File: src/rtl/settings_bus_arbiter.sv
// Settings bus arbiter: shares one strobe/addr/data settings bus among NUM_PORTS valid/ready requesters.
// Define SETTINGS_ARB_FIXED_PRIO_EN for fixed lowest-index priority; default is round-robin.
module settings_bus_arbiter #(
  parameter int NUM_PORTS = 4,
  parameter int AWIDTH    = 8,
  parameter int DWIDTH    = 32,
  parameter int GAP       = 0,
  localparam int IDW      = (NUM_PORTS > 1) ? $clog2(NUM_PORTS) : 1
) (
  input  logic                        clk,
  input  logic                        rst_n,
  input  logic [NUM_PORTS-1:0]        s_valid,
  output logic [NUM_PORTS-1:0]        s_ready,
  input  logic [NUM_PORTS*AWIDTH-1:0] s_addr,
  input  logic [NUM_PORTS*DWIDTH-1:0] s_data,
  output logic                        set_stb,
  output logic [AWIDTH-1:0]           set_addr,
  output logic [DWIDTH-1:0]           set_data,
  output logic [IDW-1:0]              grant_id,
  output logic                        busy
);

  typedef enum logic [1:0] {IDLE, STB, HOLD} state_t;

  typedef struct packed {
    logic [AWIDTH-1:0] addr;
    logic [DWIDTH-1:0] data;
  } req_t;

  localparam logic [3:0] GAP_LOAD = (GAP > 0) ? 4'(GAP - 1) : 4'd0;
  localparam bit         ZERO_GAP = (GAP == 0);

  state_t                state, state_nxt;
  logic [3:0]            gap_cnt, gap_cnt_nxt;
  logic                  accept, sel_found, xfer;
  logic [IDW-1:0]        sel_idx;
  req_t [NUM_PORTS-1:0]  req;

  genvar g;
  generate
    for (g = 0; g < NUM_PORTS; g++) begin : g_port
      assign req[g].addr = s_addr[g*AWIDTH +: AWIDTH];
      assign req[g].data = s_data[g*DWIDTH +: DWIDTH];
      assign s_ready[g]  = xfer && (sel_idx == IDW'(g));
    end
  endgenerate

`ifdef SETTINGS_ARB_FIXED_PRIO_EN
  // Descending scan so the lowest valid index is the last (winning) assignment.
  always_comb begin
    sel_found = 1'b0;
    sel_idx   = '0;
    for (int k = NUM_PORTS - 1; k >= 0; k--) begin
      if (s_valid[k]) begin
        sel_found = 1'b1;
        sel_idx   = IDW'(k);
      end
    end
  end
`else
  localparam logic [IDW:0] NP = (IDW + 1)'(NUM_PORTS);

  logic [IDW-1:0] last_grant;
  logic [IDW:0]   cand;

  // Candidates last_grant+k for k=NUM_PORTS..1 wrapped mod NUM_PORTS; k=1 is
  // scanned last so the port nearest after last_grant wins.
  always_comb begin
    sel_found = 1'b0;
    sel_idx   = '0;
    cand      = '0;
    for (int k = NUM_PORTS; k >= 1; k--) begin
      cand = {1'b0, last_grant} + (IDW + 1)'(k);
      if (cand >= NP) cand = cand - NP;
      if (s_valid[cand[IDW-1:0]]) begin
        sel_found = 1'b1;
        sel_idx   = cand[IDW-1:0];
      end
    end
  end

  always_ff @(posedge clk or negedge rst_n) begin
    if (!rst_n)    last_grant <= IDW'(NUM_PORTS - 1);
    else if (xfer) last_grant <= sel_idx;
  end
`endif

  assign accept = (state == IDLE) || ((state == STB) && ZERO_GAP);
  assign xfer   = accept && sel_found;

  always_comb begin
    state_nxt   = state;
    gap_cnt_nxt = gap_cnt;
    case (state)
      IDLE: if (xfer) state_nxt = STB;
      STB: begin
        if (!ZERO_GAP) begin
          state_nxt   = HOLD;
          gap_cnt_nxt = GAP_LOAD;
        end else if (xfer) begin
          state_nxt = STB;
        end else begin
          state_nxt = IDLE;
        end
      end
      HOLD: begin
        if (gap_cnt == 4'd0) state_nxt = IDLE;
        else                 gap_cnt_nxt = gap_cnt - 4'd1;
      end
      default: state_nxt = IDLE;
    endcase
  end

  always_ff @(posedge clk or negedge rst_n) begin
    if (!rst_n) begin
      state   <= IDLE;
      gap_cnt <= 4'd0;
    end else begin
      state   <= state_nxt;
      gap_cnt <= gap_cnt_nxt;
    end
  end

  // Bus fields are captured at accept and hold their value until the next accept.
  always_ff @(posedge clk or negedge rst_n) begin
    if (!rst_n) begin
      set_addr <= '0;
      set_data <= '0;
      grant_id <= '0;
    end else if (xfer) begin
      set_addr <= req[sel_idx].addr;
      set_data <= req[sel_idx].data;
      grant_id <= sel_idx;
    end
  end

  assign set_stb = (state == STB);
  assign busy    = (state != IDLE);

endmodule
File: config.mk
export PLATFORM = sky130hd
export DESIGN_NAME = settings_bus_arbiter
export DESIGN_NICKNAME = d
export VERILOG_FILES = /design/src/rtl/settings_bus_arbiter.sv
export SDC_FILE = /design/constraint.sdc
export NUM_CORES = 1
export LEC_CHECK = 0
export BUFFER_PORTS_ARGS = -buffer_cell sky130_fd_sc_hd__buf_2
export CAP_MARGIN = 20
export CORE_ASPECT_RATIO = 1.4
export CORE_UTILIZATION = 37
export DETAILED_ROUTE_END_ITERATION = 10
export GPL_TIMING_DRIVEN = 0
export PLACE_DENSITY_LB_ADDON = 0.05
export SLEW_MARGIN = 20
export SYNTH_ARGS = -nofsm -noshare
export SYNTH_HDL_FRONTEND = slang
export SYNTH_SLANG_ARGS = --single-unit
File: constraint.sdc
create_clock -name clk -period 1.7 [get_ports clk]
set_input_delay 0.17 -clock clk [delete_from_list [all_inputs] [get_ports clk]]
set_output_delay 0.17 -clock clk [all_outputs]
set_load 0.02 [all_outputs]
## Yosys cells after proc, flatten, opt, wreduce, memory -nomap -nowiden

Cells that the tools add are included.

- Register bits after elaboration: 50
- Bits of input ports: 166
- Output and inout bits: 48

- Add/subtract/negate cells: 9
- $lt $le $gt $ge: 9
- Equality and inequality tests: 7
- Multiplexer cells: 26
- Bitwise logic cells: 1
- Reductions and logical operators: 12

Operators by type and width:

| operator | count |
|---|---|
| $bmux W40 S2 | 1 |
| $mux W40 | 1 |
| $mux W2 | 10 |
| $lt A2 B3 Y1 const B | 5 |
| $ge A3 B3 Y1 const B | 4 |
| $mux W1 | 9 |
| $bmux W1 S2 | 4 |
| $sub A2 B1 Y2 const B | 4 |
| $add A2 B2 Y3 const B | 2 |
| $eq A2 B2 Y1 const B | 3 |
| $pmux W2 S3 | 1 |
| $logic_and A1 B1 Y1 | 5 |
| $eq A2 B1 Y1 const B | 2 |
| $logic_not A2 Y1 | 2 |
| $logic_not A4 Y1 | 1 |
| $ne A2 B2 Y1 const B | 2 |
| $reduce_and A2 Y1 | 2 |
| $sub A4 B1 Y4 const B | 1 |
| $add A2 B1 Y3 const B | 1 |
| $add A2 B3 Y3 const B | 1 |
| $reduce_bool A2 Y1 | 1 |
| $logic_or A1 B1 Y1 | 1 |
| $not A1 Y1 | 1 |

## Longest topological paths before layout

Gate-level depths: netlist (run 1).

- Word-level depth: 12
- Mapped depth: 7
- Mapped depth without buffers: 5

## Worst setup path after synthesis (run 1)

Ideal clock, no wire load.

- Path kind: reg2out
- From: reg last_grant[1]
- To: out s_ready[2]
- Arrival: 1.605 ns
- Required time: 1.530 ns
- Slack: -0.075 ns
- Cell stages (with the launch flop): 8
- Path through: dfstp_2 nand2_1 nand3b_1 o21ai_0 a21o_1 clkbuf_1 clkbuf_1 nor2_1

- Cells in the longest elaborated chain, start to end: 11
- Elaborated cells between the ends (all ways): 35
- Classes of those cells: 8 x add/sub; 4 x order compare; 1 x eq/ne; 20 x mux; 2 x reduce/logical

Ends and longest elaborated chain:

| element | RTL line | RTL |
|---|---|---|
| start: declaration | 63 | `logic [IDW-1:0] last_grant;` |
| start signal: assignment | 83 | `if (!rst_n) last_grant <= IDW'(NUM_PORTS - 1);` |
| start signal: assignment | 84 | `else if (xfer) last_grant <= sel_idx;` |
| $add A2 B3 Y3 | 73 | `cand = {1'b0, last_grant} + (IDW + 1)'(k);` |
| $ge A3 B3 Y1 or $sub A2 B1 Y2 (tied branches) | 74 | `if (cand >= NP) cand = cand - NP;` |
| $mux W2 | 74 |  |
| $bmux W1 S2 | 75 | `if (s_valid[cand[IDW-1:0]]) begin` |
| $mux W1 (not written as such) | 75 |  |
| $mux W2 or $mux W1 (tied branches) (4 in a row) | 75 |  |
| $eq A2 B2 Y1 or $logic_and A1 B1 Y1 (tied branches) | 44, 89 |  |
| $logic_and A1 B1 Y1 (*) | 44 | `assign s_ready[g] = xfer && (sel_idx == IDW'(g));` |
| end: declaration | 13 | `output logic [NUM_PORTS-1:0] s_ready,` |

Mark *: on every way between the ends. The rest lies on a longest branch, timed or not. The select of a mux whose other input is x is not followed.

## Worst setup path in the final report (run 1)

- From: reg last_grant[1]
- To: out s_ready[1]

- Cells in the longest elaborated chain, start to end: 11
- Elaborated cells between the ends (all ways): 35
- Classes of those cells: 8 x add/sub; 4 x order compare; 1 x eq/ne; 20 x mux; 2 x reduce/logical

Ends and longest elaborated chain:

| element | RTL line |
|---|---|
| $add A2 B3 Y3 | 73 |
| $ge A3 B3 Y1 or $sub A2 B1 Y2 (tied branches) | 74 |
| $mux W2 | 74 |
| $bmux W1 S2 | 75 |
| $mux W1 (not written as such) | 75 |
| $mux W2 or $mux W1 (tied branches) (4 in a row) | 75 |
| $eq A2 B1 Y1 or $logic_and A1 B1 Y1 (tied branches) | 44, 89 |
| $logic_and A1 B1 Y1 (*) | 44 |

Marked as above.

==> reports/metrics.yaml, run 1 <==
status: "finished with violations"
violations: "negative setup slack"
grt_pass1_wl_um: 13740
finalWorstSetupSlack_ns: -0.2104
cp-startpoint: "last_grant[1]"
slowest_stage: "dfstp_2"
r2r-start: "last_grant[1]"
end_kind: "primary output"
syn_nets: 426
dpl_worst_slack_ns: -0.3087
layoutNonFillerInstCount: 594
ios: 214
clkTransAtPathRegs_ns: 0.08
nFillCells: 672
synth_top_area_share_pct: 38.14
fin_crit_ns: 1.910
syn_inst: 260
max_freq_ghz: 0.5235
area_delta_synth_final_pct: 59.78
vias_per_cell: 5.125
cts_tree: "done"
drive_above_1_share_pct: 57.14
cpPeakStageDelay_ns: 0.58
h-tree-depth: 2
rsz0062_at_grt: "true"
wl_per_cell_um: 16.06
critPathBufInv: 3
yosys-top-cells-area: "dfrtp_1, mux2i_1, o221ai_1"
track_usage_pct: 22.78
dpl.cell_count: 570
die_area_um2: 7984
p_sw_share_pct: 40.23
gp_congestion: 0.7685
final_area_um2: 4508
cts-buffers-inserted: 5
critical_path_depth: 6
via_count: 3044
die_x_um: 75.80
worstPathArrival_ns: 1.74
hold_slack_ns: 0.1806
r2r-end: "set_data[21]"
hold_viol: 0
num_rows: 37
port_buffers: 213
ys_types: 25
p_leak_nw: 2.324
skew_ns: 0.003386
root_buffer: "clkbuf_8"
grt.overflow.total: 0
relSlewSlack_pct: 49.23
grt_pass1_vias: 2961
hold_path.class: "primary input to register"
reg2reg_depth: 7
synth_area_um2: 2821
route.detailed.drc: 0
p_sw_w: 0.002201
chipHeight_um: 105.3
worstPathRequired_ns: 1.53
drv_slew: 0
synth_seq_cells: 45
cp-endpoint: "s_ready[1]"
pwr-share-comb_pct: 57.6
drv_cap: 0
worst_pin_slew_ns: 0.7553
core_um2: 7361
cp_max_fo: 6
fin_crit_sh_pct: 112.4
crit_family: "flip-flops"
clockPowerShare_pct: 12.5
synth_area_leader_cell: "dfrtp_1"
powerDensity_nw_per_um2: 1214
p_int_w: 0.003270
dpl.hpwl_um: 6881
yosysSeqAreaShare_pct: 40.00
synth_area_per_cell_um2: 10.85
placed_area_um2: 4011
startpoint_type: "register"
fin_setup_tns_ns: -6.250
worstSetupPathType: "register to primary output"
ir_worst_vdd_v: 0.0005692
drt_iter0_drc: 72
grt_start_max_net_pins: 46
fin_nets: 663
cts.sinks: 45
clk_latency_ns: 0.29
antenna_found_initial: 0
num_antenna_cells: 0
cts_buffer_depth: 2
initial_utilization_pct: 38.33
crit_chain: "buf_4, a21oi_1, a211o_1, buf_4, nor2b_4, buf_6"
finalSetupViolCount: 44
ys_warn_count: 0
worst_path_most_repeated_cell: "buf_4"
drt_pass1_iterations: 4
r2r_slack_ns: -0.18
final_antenna_net_count: 0
wl_um: 9537
seq_power_share_pct: 29.9
## layer usage
metal	track usage [%]	vias up	part of all wire, %
met1	24.79	1436	37
met2	42.73	136	56
met3	3.633	17	5.4
met4	7.275	0	1.8
li1	-	1455	-
met5	0	-	0
## worst min path at each step
stage	from	end	slack, ns	cells after the start
floorplan	rst_n	grant_id[0]	-0.13	0
global placement	rst_n	state[0]	0.40	1
detailed placement	rst_n	state[0]	0.43	1
CTS	rst_n	state[0]	0.1	1
global route	s_data[100]	set_data[4]	0.19	3
finish	s_data[100]	set_data[4]	0.18	3
## worst min-delay path: cells and delay by family
| kind | cells | cell delay [ns] |
|---|---|---|
| compound gates | 1 | 0.12 |
| mux | 1 | 0.06 |
| buf+inv | 1 | 0.08 |
## final cells by class
class / instances / area [um^2] / area share (%)
flip-flops and latches: 45 / 1129 / 25.03
clock buffers: 7 / 86.33 / 1.915
well taps: 97 / 121.4 / 2.692
inverters: 3 / 11.26 / 0.2498
repair buffers: 231 / 1296 / 28.75
multi-input cells: 189 / 1628 / 36.11
plain buffers: 22 / 236.5 / 5.246
## power by group through the flow
stage | combinational (W) | clock [W] | sequential [W]
2_1_floorplan | 0.00127 | 0 | 0.00210
3_3_place_gp | 0.00262 | 0 | 0.00164
3_5_place_dp | 0.00265 | 0 | 0.00165
4_1_cts | 0.00297 | 0.000712 | 0.00163
5_1_grt | 0.00336 | 0.000747 | 0.00168
6_report | 0.00315 | 0.000683 | 0.00164
## cell usage after synthesis
| cell | count |
|---|---|
| clkbuf_4 | 3 |
| inv_2 | 1 |
| nor4_2 | 1 |
| o21ai_1 | 1 |
| o221ai_4 | 1 |
| nor2_1 | 3 |
| mux2_2 | 2 |
| nand2_1 | 48 |
| a211o_1 | 1 |
| buf_4 | 1 |
| a21boi_2 | 1 |
| buf_12 | 5 |
| dfstp_2 | 2 |
| o21ai_0 | 2 |
| buf_2 | 1 |
| nand3b_1 | 1 |
| nand2b_1 | 3 |
| mux2i_1 | 80 |
| a21o_1 | 2 |
| a21oi_1 | 1 |
| inv_1 | 2 |
| nor2b_1 | 2 |
| o221ai_1 | 40 |
| dfrtp_1 | 43 |
| clkbuf_1 | 13 |
## kinds of logic after synthesis
logic type / count (synthesis) / synth area share (%)
multiplexers: 82 / 29.18
buffers and inverters: 26 / 6.918
AND/OR/NAND/NOR: 58 / 8.603
AO/OA/AOI/OAI: 49 / 15.30
flip-flops: 45 / 40.00
## cells in the final DEF, fill, tap and decap left out, drive strengths merged, types with 3 or more instances in the layout
master	netlist	final
nor2	3	3
mux2i	80	80
o221ai	41	41
inv	3	3
nand2	48	48
o21ai	3	3
nand2b	3	3
buf	7	235
clkbuf	16	24
dfrtp	43	43
## metrics by stage
stage	utilization (%)	power [W]
floorplan	-	0.003369
finish	61.24	0.005471
detailed placement	54.50	0.004301
global route	61.24	0.005791
global placement	54.50	0.004261
CTS	58.90	0.005311
## sequential cells by signal, summed over array words and instances (netlist names)
register and cells:
set_data 32, set_addr 8, last_grant 2, grant_id 2
state 1
## repair_timing
action / in CTS / in global routing
resized for setup: 28 / 28
endpoints found under the hold margin: 0 / 43
setup endpoints to repair: 46 / 45
hold buffers: 0 / 1
pin swaps: 3 / 3
cloned: 1 / 3
buffers inserted: 12 / 2
(Power assumes the default switching activity.)
==> run 2: changes to the inputs <==
--- a/config.mk
+++ b/config.mk
@@ -7,7 +7,6 @@
 export LEC_CHECK = 0
 export BUFFER_PORTS_ARGS = -buffer_cell sky130_fd_sc_hd__buf_2
 export CAP_MARGIN = 20
-export CORE_ASPECT_RATIO = 1.4
 export CORE_UTILIZATION = 37
 export DETAILED_ROUTE_END_ITERATION = 10
 export GPL_TIMING_DRIVEN = 0
@@ -16,3 +15,4 @@
 export SYNTH_ARGS = -nofsm -noshare
 export SYNTH_HDL_FRONTEND = slang
 export SYNTH_SLANG_ARGS = --single-unit
+export TNS_END_PERCENT = 10
==> run 2 against run 1 <==
Net effect:
- the run still ends with negative setup slack left
- clock-buffer cell count fell by 1
- sequential power about the same
- design area decreased by 3.2%
- hold slack better by 0.0044 ns
- combinational power decreased by 6.7%
- utilization is 1.7 points lower
- global-route usage shrank 1.1 points
- maximum frequency down 1.7%
- via count shrank 2.4%
- non-clock buffer count rose by 1
- sequential share of layout area increased by 0.83 points
==> reports/metrics.yaml, run 2 (synthesis results as in run 1) <==
holdPathStages: 3  # unchanged
dpl.cell_count: 572  # +0.35%
regArea_um2: 1129  # unchanged
finalWorstSetupSlack_ns: -0.2438  # -0.03336 ns
clkTransAtPathRegs_ns: 0.08  # about the same
placed_area_um2: 4014  # about the same
dpl.hpwl_um: 6627  # -3.7%
fin_crit_ns: 1.944  # +0.03336 ns
drv_slew: 0  # unchanged
pwr-share-comb_pct: 56.4  # -1.2 points
critPathBufInv: 3  # unchanged
dpl_worst_slack_ns: -0.2875  # +0.02113 ns
wl_um: 8786  # -7.9%
worst_path_most_repeated_cell: "buf_6"
finalPower_w: 0.005218  # -4.6%
multiInputGateArea_um2: 1529  # -6.1%
p_sw_w: 0.002106  # -4.3%
startpoint_type: "register"
hold_path_end: "set_addr[4]"
die_x_um: 89.33  # +18%
skew_ns: 0.005572  # +0.002186 ns
cp_max_fo: 5  # -1
r2r_slack_ns: -0.18  # about the same
slowest_stage: "dfstp_2"
p_leak_nw: 2.316  # -0.36%
reg_top3: "set_data: 32 flops, set_addr: 8 flops"
nFillCells: 671  # -0.15%
r2r-start: "last_grant[1]"
hold_viol: 0  # unchanged
min-delay-start: "s_addr[28]"
port_buffers: 213  # unchanged
wl_per_cell_um: 14.69  # -8.5%
top_register: "set_data"
worst_pin_slew_ns: 0.6592  # -0.09613 ns
grt_pass1_wl_um: 13160  # -4.3%
p_sw_share_pct: 40.37  # +0.14 points
gp_congestion: 0.7295  # -5.1%
ir_worst_vdd_v: 0.0004824  # -15%
hold_path.class: "primary input to register"
area_delta_synth_final_pct: 54.63
hold_slack_ns: 0.1850  # +0.004361 ns
num_antenna_cells: 0  # unchanged
grt_pass1_vias: 2876  # -2.9%
final_antenna_net_count: 0  # unchanged
grt_start_max_net_pins: 46  # unchanged
r2r-end: "set_data[18]"
cpPeakStageDelay_ns: 0.60  # +0.02 ns
worstPathArrival_ns: 1.77  # +0.03 ns
initial_utilization_pct: 38.49  # +0.16 points
crit_chain: "buf_6, nand3b_1, o21ai_1, a21o_2, buf_6, nor2b_1, buf_4"
relSlewSlack_pct: 55.69  # +6.5 points
drt_iter0_drc: 60  # -17%
finalSetupViolCount: 44  # unchanged
chipHeight_um: 89.33  # -15%
crit_family: "flip-flops"
cts_buffer_depth: 2  # unchanged
ios: 214  # unchanged
drv_cap: 0  # unchanged
end_kind: "primary output"
antenna_found_initial: 0  # unchanged
die_area_um2: 7979  # about the same
cts-buffers-inserted: 5  # unchanged
clk_latency_ns: 0.29  # about the same
track_usage_pct: 21.68  # -1.1 points
status: "finished with violations"
via_count: 2971  # -2.4%
grt.overflow.total: 0  # unchanged
drive_above_1_share_pct: 53.91  # -3.2 points
rsz0062_at_grt: "true"
worstPathRequired_ns: 1.53  # about the same
powerDensity_nw_per_um2: 1196  # -1.5%
num_rows: 31  # -16%
cts.sinks: 45  # unchanged
violations: "negative setup slack"
p_int_w: 0.003111  # -4.9%
layout_commonest_cell: "buf_2"
root_buffer: "clkbuf_8"
drt_pass1_iterations: 4  # unchanged
reg2reg_depth: 7  # unchanged
clockPowerShare_pct: 12.2  # -0.3 points
seq_power_share_pct: 31.4  # +1.5 points
fin_nets: 664  # +0.15%
worstSetupPathType: "register to primary output"
cts_tree: "done"
route.detailed.drc: 0  # unchanged
fin_crit_sh_pct: 114.3  # +2.0 points
vias_per_cell: 4.968  # -3.1%
h-tree-depth: 2  # unchanged
layoutNonFillerInstCount: 598  # +0.67%
core_um2: 7331  # -0.41%
largest_reg_flops: 32  # unchanged
max_freq_ghz: 0.5145  # -1.7%
mostFrequentLayoutCells: "buf_2, mux2i_1, nand2_1"
final_area_um2: 4363  # -3.2%
## run 2: layer usage
layer	GRT usage [%]	vias up	routed length [um]
li1	-	1462	-
met1	25.95	1355	3591
met2	39.14	137	4396
met3	3.878	17	608
met4	7.359	0	189
met5	0	-	0
## run 2: area by class of cell
cell class | count | share of cell area [%]
repair buffers | 233 | 29.08
clock buffers | 6 | 1.663
well taps | 99 | 2.839
inverters | 3 | 0.2581
multi-input cells | 189 | 35.04
plain buffers | 21 | 5.019
flip-flops and latches | 45 | 25.87
clock inverters | 2 | 0.2294
## run 2: how the worst max path moves through the flow
stage,to,cells after the start,from
after global placement,s_ready[2],8,last_grant[1]
final,s_ready[3],7,last_grant[0]
after floorplan,s_ready[2],7,last_grant[1]
after global routing,s_ready[3],7,last_grant[0]
after CTS,s_ready[3],6,last_grant[1]
after detailed placement,s_ready[2],8,last_grant[1]
## run 2: worst min-delay path, cell delays in order
cell,delay [ns]
buf_2,0.07
mux2i_1,0.06
o221ai_1,0.14
## run 2: through the flow
stage / TNS, ns / util [%]
floorplan: -0.4249 / -
global placement: -8.937 / 54.75
detailed placement: -10.47 / 54.75
CTS: -8.130 / 57.91
global route: -11.13 / 59.52
finish: -6.340 / 59.52
## run 2: repair_timing
action / 4_1_cts / 5_1_grt
hold endpoints to repair: 0 / 43
gates cloned: 1 / 1
pin swaps: 8 / 4
gates resized for setup: 22 / 14
setup endpoints to repair: 46 / 45
setup buffers: 11 / 6
hold buffers: 0 / 1
## run 2: power by group through the flow
stage          combinational, W  clock [W]  sequential, W
4_1_cts                 0.00282   0.000663        0.00163
5_1_grt                 0.00316   0.000709        0.00169
2_1_floorplan           0.00127          0        0.00210
3_5_place_dp            0.00263          0        0.00165
3_3_place_gp            0.00261          0        0.00165
6_report                0.00294   0.000638        0.00164
==> run 3: changes to the inputs <==
--- a/config.mk
+++ b/config.mk
@@ -7,9 +7,9 @@
 export LEC_CHECK = 0
 export BUFFER_PORTS_ARGS = -buffer_cell sky130_fd_sc_hd__buf_2
 export CAP_MARGIN = 20
+export CORE_ASPECT_RATIO = 0.6
 export CORE_UTILIZATION = 37
 export DETAILED_ROUTE_END_ITERATION = 10
-export GPL_TIMING_DRIVEN = 0
 export PLACE_DENSITY_LB_ADDON = 0.05
 export SLEW_MARGIN = 20
 export SYNTH_ARGS = -nofsm -noshare
==> run 3 against run 2 <==
Net effect:
- the flow finishes with violations (negative hold slack, negative setup slack)
- final cell count up 2.2%
- clock power up 69%
- global-route usage up 1.4 points
- register-to-register slack worse by 0.06 ns
==> reports/metrics.yaml, run 3 (synthesis results as in run 1) <==
grt_pass1_wl_um: 14520  # +10%
mostFrequentLayoutCells: "buf_2, mux2i_1, nand2_1"
nFillCells: 585  # -13%
drt_iter0_drc: 99  # +65%
largest_reg_flops: 32  # unchanged
grt_busiest_layer: "met2"
cp_max_fo: 5  # unchanged
gp_congestion: 0.7932  # +8.7%
route.detailed.drc: 0  # unchanged
dpl.hpwl_um: 6562  # -0.97%
worstPathRequired_ns: 1.53  # about the same
finalSetupViolCount: 45  # +2.3%
powerDensity_nw_per_um2: 1285  # +7.5%
via_count: 3057  # +2.9%
drv_cap: 0  # unchanged
cts-buffers-inserted: 5  # unchanged
finalWorstSetupSlack_ns: -0.2701  # -0.02634 ns
area_delta_synth_final_pct: 71.26
hold_path.class: "primary input to async pin"
clk_latency_ns: 0.28  # about the same
cts.sinks: 45  # unchanged
drive_above_1_share_pct: 58.58  # +4.7 points
reg_top3: "set_data: 32 flops, set_addr: 8 flops"
drv_slew: 0  # unchanged
root_buffer: "clkbuf_16"
fin_setup_tns_ns: -7.747  # -1.407 ns
cts_buffer_depth: 2  # unchanged
placed_area_um2: 4183  # +4.2%
cts_tree: "done"
num_rows: 24  # -23%
grt.overflow.total: 0  # unchanged
skew_ns: 0.007965  # +0.002392 ns
dpl_worst_slack_ns: -0.09844  # +0.1891 ns
post-route-util_pct: 65.95  # +6.4 points
wl_um: 9421  # +7.2%
end_kind: "primary output"
fin_nets: 673  # +1.4%
num_antenna_cells: 0  # unchanged
max_freq_ghz: 0.5076  # -1.3%
hold_slack_ns: -0.02529  # -0.2103 ns
track_usage_pct: 23.12  # +1.4 points
worstPathArrival_ns: 1.80  # +0.03 ns
final_area_um2: 4832  # +11%
ir_worst_vdd_v: 0.0005683  # +18%
port_buffers: 213  # unchanged
cts_hold_buf: 0  # unchanged
ios: 214  # unchanged
core_um2: 7327  # about the same
die_x_um: 114.7  # +28%
worst_pin_slew_ns: 0.5918  # -0.06735 ns
fin_crit_sh_pct: 115.9  # +1.5 points
fin_crit_ns: 1.970  # +0.02634 ns
grt_pass1_vias: 3015  # +4.8%
initial_utilization_pct: 38.51  # about the same
clkTransAtPathRegs_ns: 0.06  # -0.02 ns
hold_viol: 43  # +43
antenna_found_initial: 0  # unchanged
startpoint_type: "register"
use_met3_pct: 4.283  # +0.41 points
regArea_um2: 1129  # unchanged
drt_pass1_iterations: 4  # unchanged
multiInputGateArea_um2: 1638  # +7.1%
final_antenna_net_count: 0  # unchanged
violations: "negative hold slack, negative setup slack"
layoutNonFillerInstCount: 611  # +2.2%
chipHeight_um: 69.64  # -22%
top_register: "set_data"
dpl.cell_count: 584  # +2.1%
rsz0062_at_grt: "true"
relSlewSlack_pct: 60.54  # +4.9 points
status: "finished with violations"
h-tree-depth: 2  # unchanged
worstSetupPathType: "register to primary output"
wl_per_cell_um: 15.42  # +4.9%
p_leak_nw: 2.508  # +8.3%
grtUsageMet2_pct: 38.65  # -0.49 points
vias_per_cell: 5.003  # +0.71%
layout_commonest_cell: "buf_2"
met1_usage_pct: 31.10  # +5.1 points
die_area_um2: 7990  # +0.14%
grt_start_max_net_pins: 46  # unchanged
## run 3: changes by cell type in the layout (fill, tap and decap cells not counted), moves of 5 or more
cell       before  now
mux2i_1        78   73
buf_12          5   11
clkbuf_1        7    0
clkbuf_8        7    0
clkbuf_16       1    7
buf_6           5   16
## run 3: repair_timing
item	4_1_cts	5_1_grt
endpoints found under the setup margin	43	46
cloned	3	2
resized for setup	44	14
setup buffers	12	3
pin swaps	24	10
## run 3: area by class of cell
cell class                 instances  share of cell area [%]
clock buffer                       5                   2.589
tap                              104                   2.693
inverter                           3                  0.2330
sequential                        45                   23.36
clock inverter                     2                  0.7250
timing repair buffer             263                   36.51
multi-input combinational        189                   33.89
## run 3: report_power, final
group | leakage [nW] | internal, W | switching, W
registers | 0.538 | 0.00144 | 0.000207
logic | 1.89 | 0.00178 | 0.00170
clock network | 0.0797 | 0.000683 | 0.000394
total | 2.51 | 0.00391 | 0.00230
## run 3: per-layer routing
| metal | up-vias | part of all wire (%) |
|---|---|---|
| met1 | 1448 | 46 |
| li1 | 1483 | - |
| met5 | - | 0 |
| met4 | 0 | 0.82 |
| met2 | 120 | 48 |
| met3 | 6 | 6.1 |
## run 3: worst paths after layout
kind,startpoint,endpoint,slack (ns),cells past startpoint
setup / recovery,last_grant[1],s_ready[1],-0.27,7
hold / removal,rst_n,set_data[22],-0.03,2
setup reg to reg,last_grant[1],set_data[1],-0.24,8
hold reg to reg,set_data[29],set_data[29],0.48,2
max in group asynchronous,rst_n,set_data[1],1.32,2
min in group clk,s_data[81],set_data[17],0.19,3
## run 3: critical path, cell delays in order, from the launching register on
cell and delay [ns]:
dfstp_2 0.57, nand2b_4 0.13, a21o_1 0.17, o221ai_4 0.14, buf_12 0.16, buf_12 0.11
nor2b_4 0.11, buf_6 0.12
## run 3: per-stage QoR
stage | power [W] | hold WS [ns]
floorplan | 0.003369 | -0.1256
global placement | 0.004426 | 0.3009
detailed placement | 0.004455 | 0.3036
CTS | 0.006062 | 0.005735
global route | 0.006522 | 0.03308
finish | 0.006210 | -0.02529
